$ cat config.mk
export PLATFORM = sky130hd
export DESIGN_NAME = fp_addsub_pipe
export DESIGN_NICKNAME = d
export VERILOG_FILES = /design/src/rtl/fp_addsub_pipe.sv
export SDC_FILE = /design/constraint.sdc
export NUM_CORES = 1
export LEC_CHECK = 0
export ABC_CLOCK_PERIOD_IN_PS = 22700
export CAP_MARGIN = 30
export CELL_PAD_IN_SITES_DETAIL_PLACEMENT = 0
export CELL_PAD_IN_SITES_GLOBAL_PLACEMENT = 2
export CORE_MARGIN = 2
export CORE_UTILIZATION = 39
export DETAILED_ROUTE_END_ITERATION = 7
export GPL_TIMING_DRIVEN = 0
export PLACE_DENSITY_LB_ADDON = 0.12
export SLEW_MARGIN = 25
export SYNTH_ARGS = -nofsm -noshare
export SYNTH_HDL_FRONTEND = slang
export SYNTH_SLANG_ARGS = --single-unit
$ cat constraint.sdc
create_clock -name clk -period 22.7 [get_ports clk]
set_input_delay 4.54 -clock clk [delete_from_list [all_inputs] [get_ports clk]]
set_output_delay 4.54 -clock clk [all_outputs]
set_load 0.005 [all_outputs]
$ cat src/rtl/fp_addsub_pipe.sv
// Three-stage pipelined float add/subtract: flush-to-zero, round-to-nearest-even, fp32 by default.
// Defining FP_ADDSUB_FLAGS_EN adds out_flags = {invalid, overflow, underflow, inexact}.
module fp_addsub_pipe #(
    parameter int EXP_W = 8,
    parameter int MAN_W = 23
) (
    input  logic                 clk,
    input  logic                 reset,
    input  logic                 in_valid,
    output logic                 in_ready,
    input  logic                 in_op,
    input  logic [EXP_W+MAN_W:0] in_a,
    input  logic [EXP_W+MAN_W:0] in_b,
    output logic                 out_valid,
    input  logic                 out_ready,
`ifdef FP_ADDSUB_FLAGS_EN
    output logic [3:0]           out_flags,
`endif
    output logic [EXP_W+MAN_W:0] out_z
);
    localparam int W   = 1 + EXP_W + MAN_W;
    localparam int X   = MAN_W + 4;             // hidden + mantissa + guard/round/sticky
    localparam int LZW = $clog2(X + 1);
    localparam int EW  = (EXP_W + 2 > LZW + 1) ? EXP_W + 2 : LZW + 1;
    localparam logic [EXP_W-1:0] EMAX = '1;
    localparam logic [W-1:0] QNAN = {1'b0, {EXP_W{1'b1}}, 1'b1, {(MAN_W-1){1'b0}}};

    logic adv;
    assign adv      = !out_valid || out_ready;
    assign in_ready = adv;

    // ---------------- stage 1: unpack, swap, align ----------------
    logic [EXP_W-1:0] ea, eb, e_l, e_s, d;
    logic [MAN_W-1:0] ma_f, mb_f;
    logic             sa, sb, a_zero, b_zero, a_nan, b_nan, a_inf, b_inf, swap;
    logic [X-1:0]     sig_s_ext, s1_sig_l_d, s1_sig_s_d;
    logic             s1_nan_d, s1_inf_d, s1_inf_sign_d, s1_zsign_d, s1_sign_d, s1_sub_d;

    assign ea     = in_a[MAN_W +: EXP_W];
    assign eb     = in_b[MAN_W +: EXP_W];
    assign sa     = in_a[W-1];
    assign sb     = in_b[W-1] ^ in_op;
    assign a_zero = (ea == '0);
    assign b_zero = (eb == '0);
    assign ma_f   = a_zero ? '0 : in_a[MAN_W-1:0];
    assign mb_f   = b_zero ? '0 : in_b[MAN_W-1:0];
    assign a_inf  = (ea == EMAX) && (in_a[MAN_W-1:0] == '0);
    assign b_inf  = (eb == EMAX) && (in_b[MAN_W-1:0] == '0);
    assign a_nan  = (ea == EMAX) && (in_a[MAN_W-1:0] != '0);
    assign b_nan  = (eb == EMAX) && (in_b[MAN_W-1:0] != '0);

    always_comb begin
        swap          = {eb, mb_f} > {ea, ma_f};
        e_l           = swap ? eb : ea;
        e_s           = swap ? ea : eb;
        s1_sig_l_d    = swap ? {~b_zero, mb_f, 3'b000} : {~a_zero, ma_f, 3'b000};
        sig_s_ext     = swap ? {~a_zero, ma_f, 3'b000} : {~b_zero, mb_f, 3'b000};
        d             = e_l - e_s;
        if (32'(d) >= 32'(X - 1)) begin
            s1_sig_s_d = {{(X-1){1'b0}}, |sig_s_ext};
        end else begin
            s1_sig_s_d = (sig_s_ext >> d)
                       | {{(X-1){1'b0}}, |(sig_s_ext & ~({X{1'b1}} << d))};
        end
        s1_sign_d     = swap ? sb : sa;
        s1_sub_d      = sa ^ sb;
        s1_nan_d      = a_nan || b_nan || (a_inf && b_inf && (sa != sb));
        s1_inf_d      = a_inf || b_inf;
        s1_inf_sign_d = a_inf ? sa : sb;
        s1_zsign_d    = a_zero && b_zero && sa && sb;
    end

    logic             s1_valid_q, s1_nan_q, s1_inf_q, s1_inf_sign_q, s1_zsign_q, s1_sign_q, s1_sub_q;
    logic [EXP_W-1:0] s1_exp_q;
    logic [X-1:0]     s1_sig_l_q, s1_sig_s_q;

    // ---------------- stage 2: magnitude add/subtract ----------------
    logic [X:0]       s2_sum_d, s2_sum_q;
    logic             s2_valid_q, s2_nan_q, s2_inf_q, s2_inf_sign_q, s2_zsign_q, s2_sign_q;
    logic [EXP_W-1:0] s2_exp_q;

    assign s2_sum_d = s1_sub_q ? ({1'b0, s1_sig_l_q} - {1'b0, s1_sig_s_q})
                               : ({1'b0, s1_sig_l_q} + {1'b0, s1_sig_s_q});

    // ---------------- stage 3: normalise, round, pack ----------------
    logic [LZW-1:0]     lz;
    logic [X-1:0]       norm;
    logic [EW-1:0]      e_n, e_f;
    logic [EW+MAN_W-1:0] pk;
    logic               carry, round_up, is_zero, uf, of;
    logic [W-1:0]       out_z_d;

    always_comb begin
        lz = LZW'(X);
        for (int i = 0; i < X; i++) begin
            if (s2_sum_q[i]) lz = LZW'(X - 1 - i);
        end
        carry = s2_sum_q[X];
        if (carry) begin
            norm = {s2_sum_q[X:2], |s2_sum_q[1:0]};
            e_n  = EW'(s2_exp_q) + EW'(1);
        end else begin
            norm = s2_sum_q[X-1:0] << lz;
            e_n  = EW'(s2_exp_q) - EW'(lz);
        end
        round_up = norm[2] && (norm[1] || norm[0] || norm[3]);
        // Packing exponent above the mantissa lets a rounding carry bump the exponent.
        pk       = {e_n, norm[X-2:3]} + (EW+MAN_W)'(round_up);
        e_f      = pk[EW+MAN_W-1:MAN_W];
        is_zero  = !norm[X-1];
        uf       = !is_zero && (e_f[EW-1] || (e_f == '0));
        of       = !is_zero && !uf && (e_f >= EW'(EMAX));

        if (s2_nan_q)      out_z_d = QNAN;
        else if (s2_inf_q) out_z_d = {s2_inf_sign_q, EMAX, {MAN_W{1'b0}}};
        else if (is_zero)  out_z_d = {s2_zsign_q, {(W-1){1'b0}}};
        else if (uf)       out_z_d = {s2_sign_q, {(W-1){1'b0}}};
        else if (of)       out_z_d = {s2_sign_q, EMAX, {MAN_W{1'b0}}};
        else               out_z_d = {s2_sign_q, e_f[EXP_W-1:0], pk[MAN_W-1:0]};
    end

    logic         out_valid_q;
    logic [W-1:0] out_z_q;

`ifdef FP_ADDSUB_FLAGS_EN
    logic       s1_inv_d, s1_inv_q, s2_inv_q, fin;
    logic [3:0] flags_d, flags_q;
    assign s1_inv_d = (a_inf && b_inf && (sa != sb))
                   || (a_nan && !in_a[MAN_W-1]) || (b_nan && !in_b[MAN_W-1]);
    assign fin      = !s2_nan_q && !s2_inf_q;
    assign flags_d  = {s2_inv_q, fin && of, fin && uf,
                       fin && !is_zero && ((|norm[2:0]) || of || uf)};
    assign out_flags = flags_q;
`endif

    always_ff @(posedge clk) begin
        if (reset) begin
            s1_valid_q  <= 1'b0;
            s2_valid_q  <= 1'b0;
            out_valid_q <= 1'b0;
            out_z_q     <= '0;
`ifdef FP_ADDSUB_FLAGS_EN
            flags_q     <= '0;
`endif
        end else if (adv) begin
            s1_valid_q    <= in_valid;
            s1_nan_q      <= s1_nan_d;
            s1_inf_q      <= s1_inf_d;
            s1_inf_sign_q <= s1_inf_sign_d;
            s1_zsign_q    <= s1_zsign_d;
            s1_sign_q     <= s1_sign_d;
            s1_sub_q      <= s1_sub_d;
            s1_exp_q      <= e_l;
            s1_sig_l_q    <= s1_sig_l_d;
            s1_sig_s_q    <= s1_sig_s_d;

            s2_valid_q    <= s1_valid_q;
            s2_nan_q      <= s1_nan_q;
            s2_inf_q      <= s1_inf_q;
            s2_inf_sign_q <= s1_inf_sign_q;
            s2_zsign_q    <= s1_zsign_q;
            s2_sign_q     <= s1_sign_q;
            s2_exp_q      <= s1_exp_q;
            s2_sum_q      <= s2_sum_d;

            out_valid_q   <= s2_valid_q;
            out_z_q       <= out_z_d;
`ifdef FP_ADDSUB_FLAGS_EN
            s1_inv_q      <= s1_inv_d;
            s2_inv_q      <= s1_inv_q;
            flags_q       <= flags_d;
`endif
        end
    end

    assign out_valid = out_valid_q;
    assign out_z     = out_z_q;
endmodule
* Word level (Yosys, flattened, before mapping)
Index checks and enable logic that the tools add are counted.
** Cells by class
- $add $sub $neg :: 6
- Multipliers :: 0
- Divide/modulo/power cells :: 0
- $lt $le $gt $ge :: 3
- Eq/ne operators :: 3
- Shift operators :: 3
- Muxes and demuxes :: 44
- Bitwise gates (word level) :: 8
- Reduce and logical (&&, ||, !) cells :: 33
** Operator list (count)
- 2-to-1 mux 5 bit :: 25
- 2-to-1 mux 32 bit :: 3
- 2-to-1 mux 27 bit :: 3
- 2-to-1 mux 31 bit :: 2
- OR reduction 27 bit :: 2
- zero test 23 bit :: 2
- 2-to-1 mux 23 bit :: 2
- nonzero test 23 bit :: 2
- adder 33 x 1 -> 33 bit :: 1
- > comparator 31 bit :: 1
- adder 27 x 27 -> 28 bit :: 1
- 2-to-1 mux 28 bit :: 1
- subtractor 27 x 27 -> 28 bit :: 1
- bitwise AND 27 bit :: 1
- NOT 27 bit :: 1
- bitwise OR 27 x 1 -> 27 bit :: 1
- left shift 27 x 5 -> 27 bit :: 1
- left shift 27 x 8 -> 27 bit, first input constant :: 1
- >> shifter 27 x 8 -> 27 bit :: 1
- equality test 8 bit, second input constant :: 2
- zero test 8 bit :: 2
- 2-to-1 mux 8 bit :: 2
- logical AND 1 bit :: 13
- greater-or-equal comparator 10 x 8 -> 1 bit, second input constant :: 1
- other kinds (15) :: 28
** Word-level totals
- Bits in registers :: 144
- Latch bits :: 0
- Memory bits (writable) :: 0
- ROM bits :: 0
- Bits of input ports :: 69
- Word-level logic and storage cells :: 121
- Memories :: 0

* Logic depth before layout (Yosys ltp)
Gate-level depths: netlist of run 1.
- Word-level depth :: 44
- Mapped depth :: 32

* Worst setup path after synthesis of run 1
No wires, ideal clock.
- Path kind :: input to register
- Start point :: input in_a[23]
- End point :: register s1_sig_s_q[7], data pin
- Data arrival time :: 10.364 ns
- Path slack :: 12.189 ns
- Cell stages on the path :: 28
- Cells stage by stage :: nor4_1 nand2_1 clkbuf_1 buf_1 nand2_1 ha_1 a21o_1 a21o_1 a211o_1 and3_1 nor4_1 nor2_1 clkbuf_1 clkbuf_1 clkbuf_1 nor2_1 a21oi_1 ha_1 clkbuf_1 clkbuf_1 clkbuf_1 clkbuf_1 clkbuf_1 mux2i_1 nor2_1 nor3b_1 nand3_1 a21oi_1
** Between the ends
- Cells in the longest elaborated chain, start to end :: 7
- Elaborated cells between the ends (all ways) :: 11
- Classes of those cells :: add/sub (1); order compare (2); shift (1); mux (4); bitwise (2); reduce/logical (1)
** RTL lines
- start: declaration :: RTL line 12 : input logic [EXP_W+MAN_W:0] in_a,
- zero test 8 bit :: RTL line 43 : assign a_zero = (ea == '0);
- 2-to-1 mux 23 bit :: RTL line 45 : assign ma_f = a_zero ? '0 : in_a[MAN_W-1:0];
- > comparator 31 bit :: RTL line 53 : swap = {eb, mb_f} > {ea, ma_f};
- 2-to-1 mux 8 bit, on equally long branches :: RTL line 54, 55
- subtractor 8 bit :: RTL line 58 : d = e_l - e_s;
- >> shifter 27 x 8 -> 27 bit :: RTL line 62 : s1_sig_s_d = (sig_s_ext >> d)
- bitwise OR 27 x 1 -> 27 bit :: RTL line 63 : | {{(X-1){1'b0}}, |(sig_s_ext & ~({X{1'b1}} << d))};
- end signal: assignment :: RTL line 155 : s1_sig_s_q <= s1_sig_s_d;
- end: declaration :: RTL line 75 : logic [X-1:0] s1_sig_l_q, s1_sig_s_q;
Parallel ways exist; a longest one is shown, timed or not.
A chain may end at the register's enable or synchronous reset.

* Worst setup path after layout of run 1
- Start point :: input in_a[27]
- End point :: register s1_sig_s_q[7], data pin
Same word-level chain as after synthesis.

==> results of run 1 <==
-- logic make-up after synthesis --
| logic type | count (synthesis) | share of synthesized area |
|---|---|---|
| simple gates | 711 | 0.2399 |
| compound gates | 538 | 0.2639 |
| buf+inv | 178 | 0.05233 |
| flops | 141 | 0.2767 |
| xor+xnor | 88 | 0.05492 |
| fa+ha+maj | 66 | 0.05920 |
| mux | 62 | 0.05296 |
-- power by group through the flow --
stage / Combinational (uW) / Clock, uW / Sequential, uW
floorplan: 546 / 0 / 345
global placement: 816 / 0 / 360
detailed placement: 814 / 0 / 359
CTS: 818 / 299 / 354
global route: 897 / 308 / 358
finish: 837 / 292 / 354
-- layout make-up --
cell class	count	area [sq um]
Buffer	109	475.5
Clock buffer	17	425.4
Clock inverter	15	197.7
Fill cell	3524	19080
Inverter	69	259.0
Multi-Input combinational cell	1465	9445
Sequential cell	141	3884
Tap cell	461	576.8
Timing Repair Buffer	109	1139
-- sequential cells by signal, summed over array words and instances (netlist names), 8 cells and up --
register    flops
s1_sig_l_q     24
s2_exp_q        8
s2_sum_q       28
s1_sig_s_q     27
out_z          32
s1_exp_q        8
-- routing by layer --
metal / share of wire / up-vias / global-route usage
li1: - / 6911 / -
met1: 0.40 / 6890 / 0.3461
met2: 0.49 / 549 / 0.5316
met3: 0.044 / 166 / 0.03009
met4: 0.063 / 0 / 0.1725
met5: 0 / - / 0
-- metrics by stage --
stage          power, uW  setup slack, ps  instance area (sq um)
5_1_grt             1563             8374                  16400
3_5_place_dp        1174             8592                  15780
3_3_place_gp        1176             8602                  15630
2_1_floorplan      891.1            12190                  14030
6_report            1484             9000                  16400
4_1_cts             1470             9041                  16400
-- how the worst min path moves through the flow --
stage | from | endpoint | slack, ps | cells after the start
final | s1_exp_q[1] | s2_exp_q[1] | 430 | 0
after global routing | s1_exp_q[1] | s2_exp_q[1] | 430 | 0
after CTS | s1_exp_q[1] | s2_exp_q[1] | 420 | 0
after detailed placement | s1_exp_q[1] | s2_exp_q[1] | 410 | 0
after global placement | s1_inf_q | s2_inf_q | 400 | 0
after floorplan | s1_exp_q[0] | s2_exp_q[0] | 400 | 0
-- worst register-to-register path, cell delays in order (launching register included) --
cell,delay [ps]
edfxtp_1,350
clkbuf_1,310
or4_1,590
a21oi_1,140
a21oi_1,110
or2_1,250
clkbuf_1,260
inv_2,110
buf_2,300
buf_2,340
ha_1,290
nor2b_1,130
o21ai_0,200
a21boi_0,190
o31ai_1,760
and3_1,380
and2_1,200
and2_1,220
nand4_1,120
or4_1,550
and2_1,180
buf_2,180
o31ai_4,380
a2111oi_0,180
-- cells in the final DEF, fill, tap and decap left out, drive strengths merged, types with 61 or more instances in the layout --
cell type	count
ha	64
nor3	64
inv	74
nand3	61
o21ai	137
nor2	171
clkdlybuf4s50	102
clkbuf	91
nand2	227
edfxtp	106
a21oi	123
==> key figures, run 1 <==
Floorplanning
  – Die ar.: between 30000 and 40000 sq um
  – Die W: roughly 190 um
  – Core Region: 35480 sq um
  – I/O pin cnt: between 100 and 150
  – Site Rows: 69
  – Die Ht: approximately 190 um
  – Initial Utilization: 0.3955

Global route
  – Gr usage total: 0.2976
  – Number of global-route vias before repair: between 10000 and 15000
  – Largest net degree at the start of global routing: 31
  – Total global routing overflow: 0
  – Global-route wire length before repair: 86000 um
  – Antenna violations before repair: 0

Routing
  – First DRT Iteration DRCs: roughly 1200
  – Via count: between 10000 and 15000
  – Via density: slightly above 6
  – Final WL: between 50000 and 60000 um
  – WL/cell: around 24 um
  – ANT nets after route: 0
  – Drt pass-1 iters: 5
  – DRC viols: 0

Clock tree
  – Total setup buffers inserted after CTS: 0
  – H-tree levels: 4
  – CTS tree: done
  – Resized Gates After CTS: 0
  – CTS max path bufs: 2
  – CTS sink count: roughly 140
  – Hold Buf Count CTS: 0
  – TritonCTS Buffers: 17
  – CTS clk-pin slew, worst paths: roughly 70 ps
  – Root buf cell: clkbuf_16
  – Clk_lat worst skew: between 400 and 500 ps

Timing
  – Final min period: 13700 ps
  – Worst-Margin Slew: between 1000 and 1500 ps
  – Fin Setup TNS: 0 ps
  – Clock skew: between 10 and 15 ps
  – Fin Hold WS: about 430 ps
  – Max Slew Vio Count: 0
  – Final Setup Violations: 0
  – Period utilization: 0.6035
  – Hold Vio Cnt, Final: 0
  – F_max: roughly 73 MHz
  – Relative slew slack: 0.2899
  – Unrepaired setup endpoints after global routing: false

Logic synthesis
  – Synth top area share: 0.2268
  – Most numerous cell in the Yosys netlist: nand2_1
  – Asr flop ratio synth: 0
  – Syn Std Cell Area: roughly 14000 sq um
  – Dominant cell type by area after synthesis: edfxtp_1
  – Post-synth top flop: edfxtp_1
  – Ranking of synthesized cells by area: edfxtp_1 23%, nand2_1 6.1%, ha_1 5.7%, dfxtp_1 5.0%, nor2_1 4.6%
  – Synth top cells by count: 227 x nand2_1, 171 x nor2_1, 126 x o21ai_0
  – Sequential area share after synthesis: 0.2767
  – Post-synth EDFFs: about 110
  – Flops & latches, synth: roughly 140
  – YS warnings: 0
  – Syn Area/Cell: between 7 and 8 sq um
  – Gate Count Post-Synth: 1784
  – Syn nets: about 1900
  – Synth cell types: 93

Worst setup path
  – Worst Path Arrival: between 10000 and 15000 ps
  – Max stage delay on crit path: ~750 ps
  – RR Endpoint: out_z[27]
  – Type of origin of the critical path: primary input
  – Bufs and invs on worst path: 9
  – R2R Setup Slk: 15830 ps
  – Critical Path Most Common Cell: clkbuf_1
  – Max FO, Critical Path: 10
  – Worst path slowest cell: xor2_1
  – Crit path from: in_a[27]
  – Top delay family on crit path: buffers and inverters
  – Setup crit end: s1_sig_s_q[7]
  – WP depth: 27
  – R2r worst-path depth: 23
  – CP endpoint kind: register
  – RR Startpoint: s2_sum_q[11]
  – Critical path class: in -> reg
  – Data required time at the worst endpoint: 22920 ps

Place
  – GPL Wtd Cong: about 1
  – Dpl hpwl: around 46000 um
  – DP Cell Count: between 2000 and 2500
  – Port Buffers: slightly above 100

Layout
  – Layout Nets: 2046
  – Final Non-Filler Cells: 2386
  – Layout Utilization: 0.4623
  – Diode insertion count for antenna repair: 0
  – Layout cells sized above 1: 0.07844
  – P&R area growth vs syn: 16.88%

Power and ir drop
  – P_sw: 715.1 uW
  – Reg power frac: 0.239
  – Combinational power share: 0.564
  – Clock power share: 0.197
  – Switching share of total power: 0.4820
  – Leakage: 0.006084 uW
  – Worst VDD drop: 0.05909 mV
  – Pwr Density: ~90 nW/um^2
  – Int Power: approximately 770 uW

Run
  – Max_cap viols: 0

Hold path
  – Worst Hold Class: reg -> reg

Outcome
  – Status: finished, final reports clean
No activity file was read; power rests on OpenSTA's default activity.
==> inputs of run 2 (changes only) <==
ABC_CLOCK_PERIOD_IN_PS = 12850   (was 22700)
CORE_UTILIZATION = 36   (was 39)
clock period = 12.85 ns   (was 22.7 ns; I/O delays follow)
==> key figures, run 2 (same netlist as run 1, synthesis figures left out) <==
Clock tree
  – Root buf cell: clkbuf_16
  – Hold Buf Count CTS: 0 (unchanged)
  – Total setup buffers inserted after CTS: 0 (unchanged)
  – CTS sink count: 141 (unchanged)
  – CTS clk-pin slew, worst paths: 70 ps (about the same)
  – CTS max path bufs: 2 (unchanged)
  – Clk_lat worst skew: 450 ps (+20 ps)
  – Resized Gates After CTS: 0 (unchanged)
  – H-tree levels: 4 (unchanged)
  – TritonCTS Buffers: 17 (unchanged)
  – CTS tree: done

Power and ir drop
  – Total power: 2598 uW (+75%)
  – Leakage: 0.006050 uW (-0.56%)
  – Worst VDD drop: 0.08961 mV (+52%)
  – Pwr Density: 158.2 nW/um^2 (+75%)

Worst setup path
  – Data required time at the worst endpoint: 13030 ps (-9890 ps)
  – Critical Path Most Common Cell: clkbuf_1
  – Critical path class: in -> reg
  – Bufs and invs on worst path: 9 (unchanged)
  – Worst Path Arrival: 12020 ps (-1900 ps)
  – Max FO, Critical Path: 10 (unchanged)
  – Type of origin of the critical path: primary input
  – CP endpoint kind: register
  – Top delay family on crit path: buffers and inverters
  – Worst path slowest cell: xor2_1
  – Max stage delay on crit path: 690 ps (-60 ps)

Place
  – Port Buffers: 102 (unchanged)
  – DP Worst Slack: 627.1 ps (-7965 ps)
  – Placement Cell Area: 15830 sq um (+0.33%)
  – Dpl hpwl: 47510 um (+4.1%)
  – GPL Wtd Cong: 0.9739 (-4.7%)

Layout
  – Most frequent cells in the layout: 227 x nand2_1, 170 x nor2_1, 125 x o21ai_0, 121 x a21oi_1, 106 x edfxtp_1
  – Final Cell Area: 16420 sq um (+0.11%)
  – Max reg flops: 32 (unchanged)
  – P&R area growth vs syn: 17.01%
  – Commonest non-fill, non-tap cell in the layout: nand2_1
  – Layout cells sized above 1: 0.07896 (+0.0005195)
  – Layout Nets: 2046 (unchanged)

Routing
  – ANT nets after route: 0 (unchanged)
  – Via density: 5.892 (-3.2%)
  – DRC viols: 0 (unchanged)
  – WL/cell: 23.79 um (+0.62%)
  – First DRT Iteration DRCs: 1015 (-18%)
  – Drt pass-1 iters: 6 (+1)
  – Final WL: 58150 um (+3.1%)
  – Via count: 14400 (-0.81%)

Global route
  – Antenna violations before repair: 0 (unchanged)
  – Largest net degree at the start of global routing: 30 (-3.2%)
  – Number of global-route vias before repair: 14050 (-0.31%)
  – Global-route wire length before repair: 87740 um (+2.0%)
  – Total global routing overflow: 0 (unchanged)
  – Gr usage total: 0.2862 (-0.01139)

Timing
  – Final Setup Violations: 0 (unchanged)
  – F_max: about 84 MHz
  – Period utilization: 0.9220
  – Worst-Margin Slew: 1028 ps (-26.42 ps)
  – Hold Vio Cnt, Final: 0 (unchanged)
  – Unrepaired setup endpoints after global routing: false
  – Final min period: 11850 ps
  – Final WS setup: 1003 ps (-7997 ps)
  – Fin Setup TNS: 0 ps (unchanged)
  – Relative slew slack: 0.3077 (+0.01780)
  – Clock skew: 14.25 ps (+2.754 ps)
  – Max Slew Vio Count: 0 (unchanged)

Floorplanning
  – I/O pin cnt: 103 (unchanged)
  – Die ar.: 40580 sq um (+8.2%)
  – Site Rows: 72 (+4.3%)
  – Die Ht: 201.4 um (+4.0%)
  – Die W: 201.4 um (+4.0%)
  – Initial Utilization: 0.3640 (-0.03153)
  – Core Region: 38560 sq um (+8.7%)

Outcome
  – Status: finished, final reports clean

Hold path
  – Worst Hold Class: reg -> reg

Run
  – Max_cap viols: 0 (unchanged)
## run 2: cell types whose count changed in the layout (fill, tap and decap cells not counted), sizes merged
cell      previous run  this run
clkinv               9         5
clkinvlp             0         3
diode                0         1
inv                 74        75
## run 2: final timing paths
kind,startpoint,endpoint,slack [ps],depth (start not counted)
max,in_a[24],s1_sig_s_q[6],1000,28
min,s1_inf_q,s2_inf_q,430,0
max reg2reg,s2_sum_q[11],out_z[19],6060,23
min reg2reg,s1_inf_q,s2_inf_q,430,0
## run 2: final cells by class
| type | count | area (sq um) |
|---|---|---|
| Multi-Input combinational cell | 1465 | 9450 |
| Inverter | 69 | 259.0 |
| Clock inverter | 15 | 152.6 |
| Sequential cell | 141 | 3884 |
| Clock buffer | 17 | 425.4 |
| Buffer | 109 | 475.5 |
| Antenna cell | 1 | 2.502 |
| Fill cell | 4081 | 22140 |
| Timing Repair Buffer | 109 | 1124 |
| Tap cell | 518 | 648.1 |
## run 2: routing by layer
layer	track usage	vias to the layer above	part of all wire
li1	-	6907	-
met4	0.1557	0	0.057
met5	0	-	0
met1	0.3342	6860	0.40
met3	0.03256	129	0.040
met2	0.5113	503	0.50
## run 2: stage by stage
step	hold slack, ps	util	instances
3_3_place_gp	403.1	0.4073	2404
3_5_place_dp	413.8	0.4106	2409
5_1_grt	433.5	0.4258	2443
4_1_cts	429.2	0.4256	2441
6_report	426.2	0.4259	2444
2_1_floorplan	400.3	-	1784
## run 2: where the power goes
group	internal, uW	switching [uW]	total (uW)
Combinational	508	977	1490
Clock	273	215	487
Sequential	566	59.9	626
==> inputs of run 3 (changes only) <==
CORE_UTILIZATION = 39   (was 36)
DONT_BUFFER_PORTS = 1   (was not set)
==> key figures, run 3 (same netlist as run 1, synthesis figures left out) <==
Place
  – Port Buffers: 0 (-100%)
  – DP Worst Slack: 992.6 ps (+365.5 ps)
  – Dpl hpwl: 45980 um (-3.2%)
  – GPL Wtd Cong: 0.9629 (-1.1%)

Power and ir drop
  – Worst VDD drop: 0.1026 mV (+14%)
  – Pwr Density: 166.7 nW/um^2 (+5.3%)
  – Leakage: 0.005655 uW (-6.5%)

Global route
  – Largest net degree at the start of global routing: 30 (unchanged)
  – Global-route wire length before repair: 86420 um (-1.5%)
  – Number of global-route vias before repair: 14020 (-0.19%)
  – Antenna violations before repair: 1 (+1)
  – Total global routing overflow: 0 (unchanged)
  – Gr usage total: 0.3003 (+0.01407)

Layout
  – Layout cells sized above 1: 0.08283 (+0.003869)
  – Max reg flops: 32 (unchanged)
  – Commonest non-fill, non-tap cell in the layout: nand2_1
  – P&R area growth vs syn: 9.156%
  – Layout Nets: 1944 (-5.0%)
  – Most frequent cells in the layout: 227 x nand2_1, 170 x nor2_1, 126 x o21ai_0, 121 x a21oi_1, 106 x edfxtp_1

Worst setup path
  – CP endpoint kind: register
  – Type of origin of the critical path: primary input
  – Data required time at the worst endpoint: 13080 ps (+50 ps)
  – Critical path class: in -> reg
  – Worst Path Arrival: 11690 ps (-330 ps)
  – Max FO, Critical Path: 10 (unchanged)

Floorplanning
  – Initial Utilization: 0.3955 (+0.03153)
  – Die ar.: 37520 sq um (-7.5%)
  – I/O pin cnt: 103 (unchanged)
  – Site Rows: 69 (-4.2%)
  – Die Ht: 193.7 um (-3.8%)
  – Core Region: 35480 sq um (-8.0%)
  – Die W: 193.7 um (-3.8%)

Timing
  – Worst-Margin Slew: 976.9 ps (-50.73 ps)
  – Final Setup Violations: 0 (unchanged)
  – F_max: 87.28 MHz (+3.4%)
  – Clock skew: 15.59 ps (+1.337 ps)
  – Period utilization: 0.8917 (-0.03033)
  – Final WS setup: 1392 ps (+389.7 ps)
  – Relative slew slack: 0.3467 (+0.03904)
  – Unrepaired setup endpoints after global routing: false
  – Hold Vio Cnt, Final: 0 (unchanged)
  – Final min period: 11460 ps (-389.7 ps)
  – Max Slew Vio Count: 0 (unchanged)
  – Fin Setup TNS: 0 ps (unchanged)

Clock tree
  – Hold Buf Count CTS: 0 (unchanged)
  – CTS clk-pin slew, worst paths: 70 ps (about the same)
  – CTS sink count: 141 (unchanged)
  – Resized Gates After CTS: 0 (unchanged)
  – TritonCTS Buffers: 17 (unchanged)
  – CTS max path bufs: 2 (unchanged)
  – CTS tree: done
  – Root buf cell: clkbuf_16
  – Total setup buffers inserted after CTS: 0 (unchanged)
  – Clk_lat worst skew: 440 ps (about the same)
  – H-tree levels: 4 (unchanged)

Outcome
  – Status: finished, final reports clean

Routing
  – DRC viols: 0 (unchanged)
  – WL/cell: 24.88 um (+4.6%)
  – Final WL: 56860 um (-2.2%)
  – First DRT Iteration DRCs: 1142 (+13%)
  – Via density: 6.223 (+5.6%)
  – Drt pass-1 iters: 6 (unchanged)
  – Via count: 14220 (-1.3%)
  – ANT nets after route: 0 (unchanged)

Run
  – Max_cap viols: 0 (unchanged)

Hold path
  – Worst Hold Class: reg -> reg
==> run 3: worst paths after layout <==
path,start,slack [ps],cells past startpoint,to
worst min register to register,s1_sign_q,420,0,s2_sign_q
worst max register to register,s2_sum_q[11],5950,23,out_z[25]
worst max-delay path,in_a[23],1390,27,s1_sig_s_q[7]
worst min-delay path,s1_sign_q,420,0,s2_sign_q
==> run 3: worst max-delay path: stages <==
cell,delay [ps]
nor4_1,510
nand2_1,330
clkbuf_1,310
buf_1,340
nand2_1,230
ha_1,160
nand3_1,100
nor3_1,610
nand2_1,100
a211oi_1,250
nor4_1,150
nor2_1,560
clkbuf_1,440
clkbuf_1,430
clkbuf_1,660
a21oi_1,160
ha_1,330
clkbuf_1,360
clkbuf_1,480
clkbuf_1,510
clkbuf_1,470
clkbuf_1,420
mux2i_1,360
nor2_1,70
nor3b_1,330
nand3_1,120
a21oi_1,310
==> run 3: layout make-up <==
class / count / area [sq um]
Fill cell: 3672 / 20160
Multi-Input combinational cell: 1465 / 9445
Sequential cell: 141 / 3884
Tap cell: 461 / 576.8
Buffer: 109 / 475.5
Clock buffer: 17 / 425.4
Inverter: 69 / 259.0
Clock inverter: 15 / 152.6
Timing Repair Buffer: 7 / 97.59
Antenna cell: 1 / 2.502
==> run 3: through the flow <==
| stage | cell area [sq um] | utilization | cells | hold slack (ps) | total power [uW] |
|---|---|---|---|---|---|
| 2_1_floorplan | 14030 | - | 1784 | 400.3 | 1574 |
| 3_3_place_gp | 14610 | 0.4118 | 2245 | 403.9 | 2044 |
| 3_5_place_dp | 14740 | 0.4154 | 2252 | 404.5 | 2035 |
| 4_1_cts | 15320 | 0.4316 | 2284 | 421.3 | 2533 |
| 5_1_grt | 15320 | 0.4316 | 2284 | 435.5 | 2686 |
| 6_report | 15320 | 0.4317 | 2285 | 419.4 | 2553 |
==> run 3: where the power goes <==
group	switching, uW	total [uW]	internal, uW
sequential	66.2	633	566
combinational	961	1430	469
clock	219	491	272
==> run 3: metal layers <==
layer | wire length [um] | GRT usage | vias to the layer above | part of all wire
li1 | - | - | 6709 | -
met1 | 22180 | 0.3423 | 6739 | 0.39
met2 | 28210 | 0.5423 | 603 | 0.50
met3 | 2794 | 0.03601 | 168 | 0.049
met4 | 3675 | 0.1702 | 0 | 0.065
met5 | 0 | 0 | - | 0
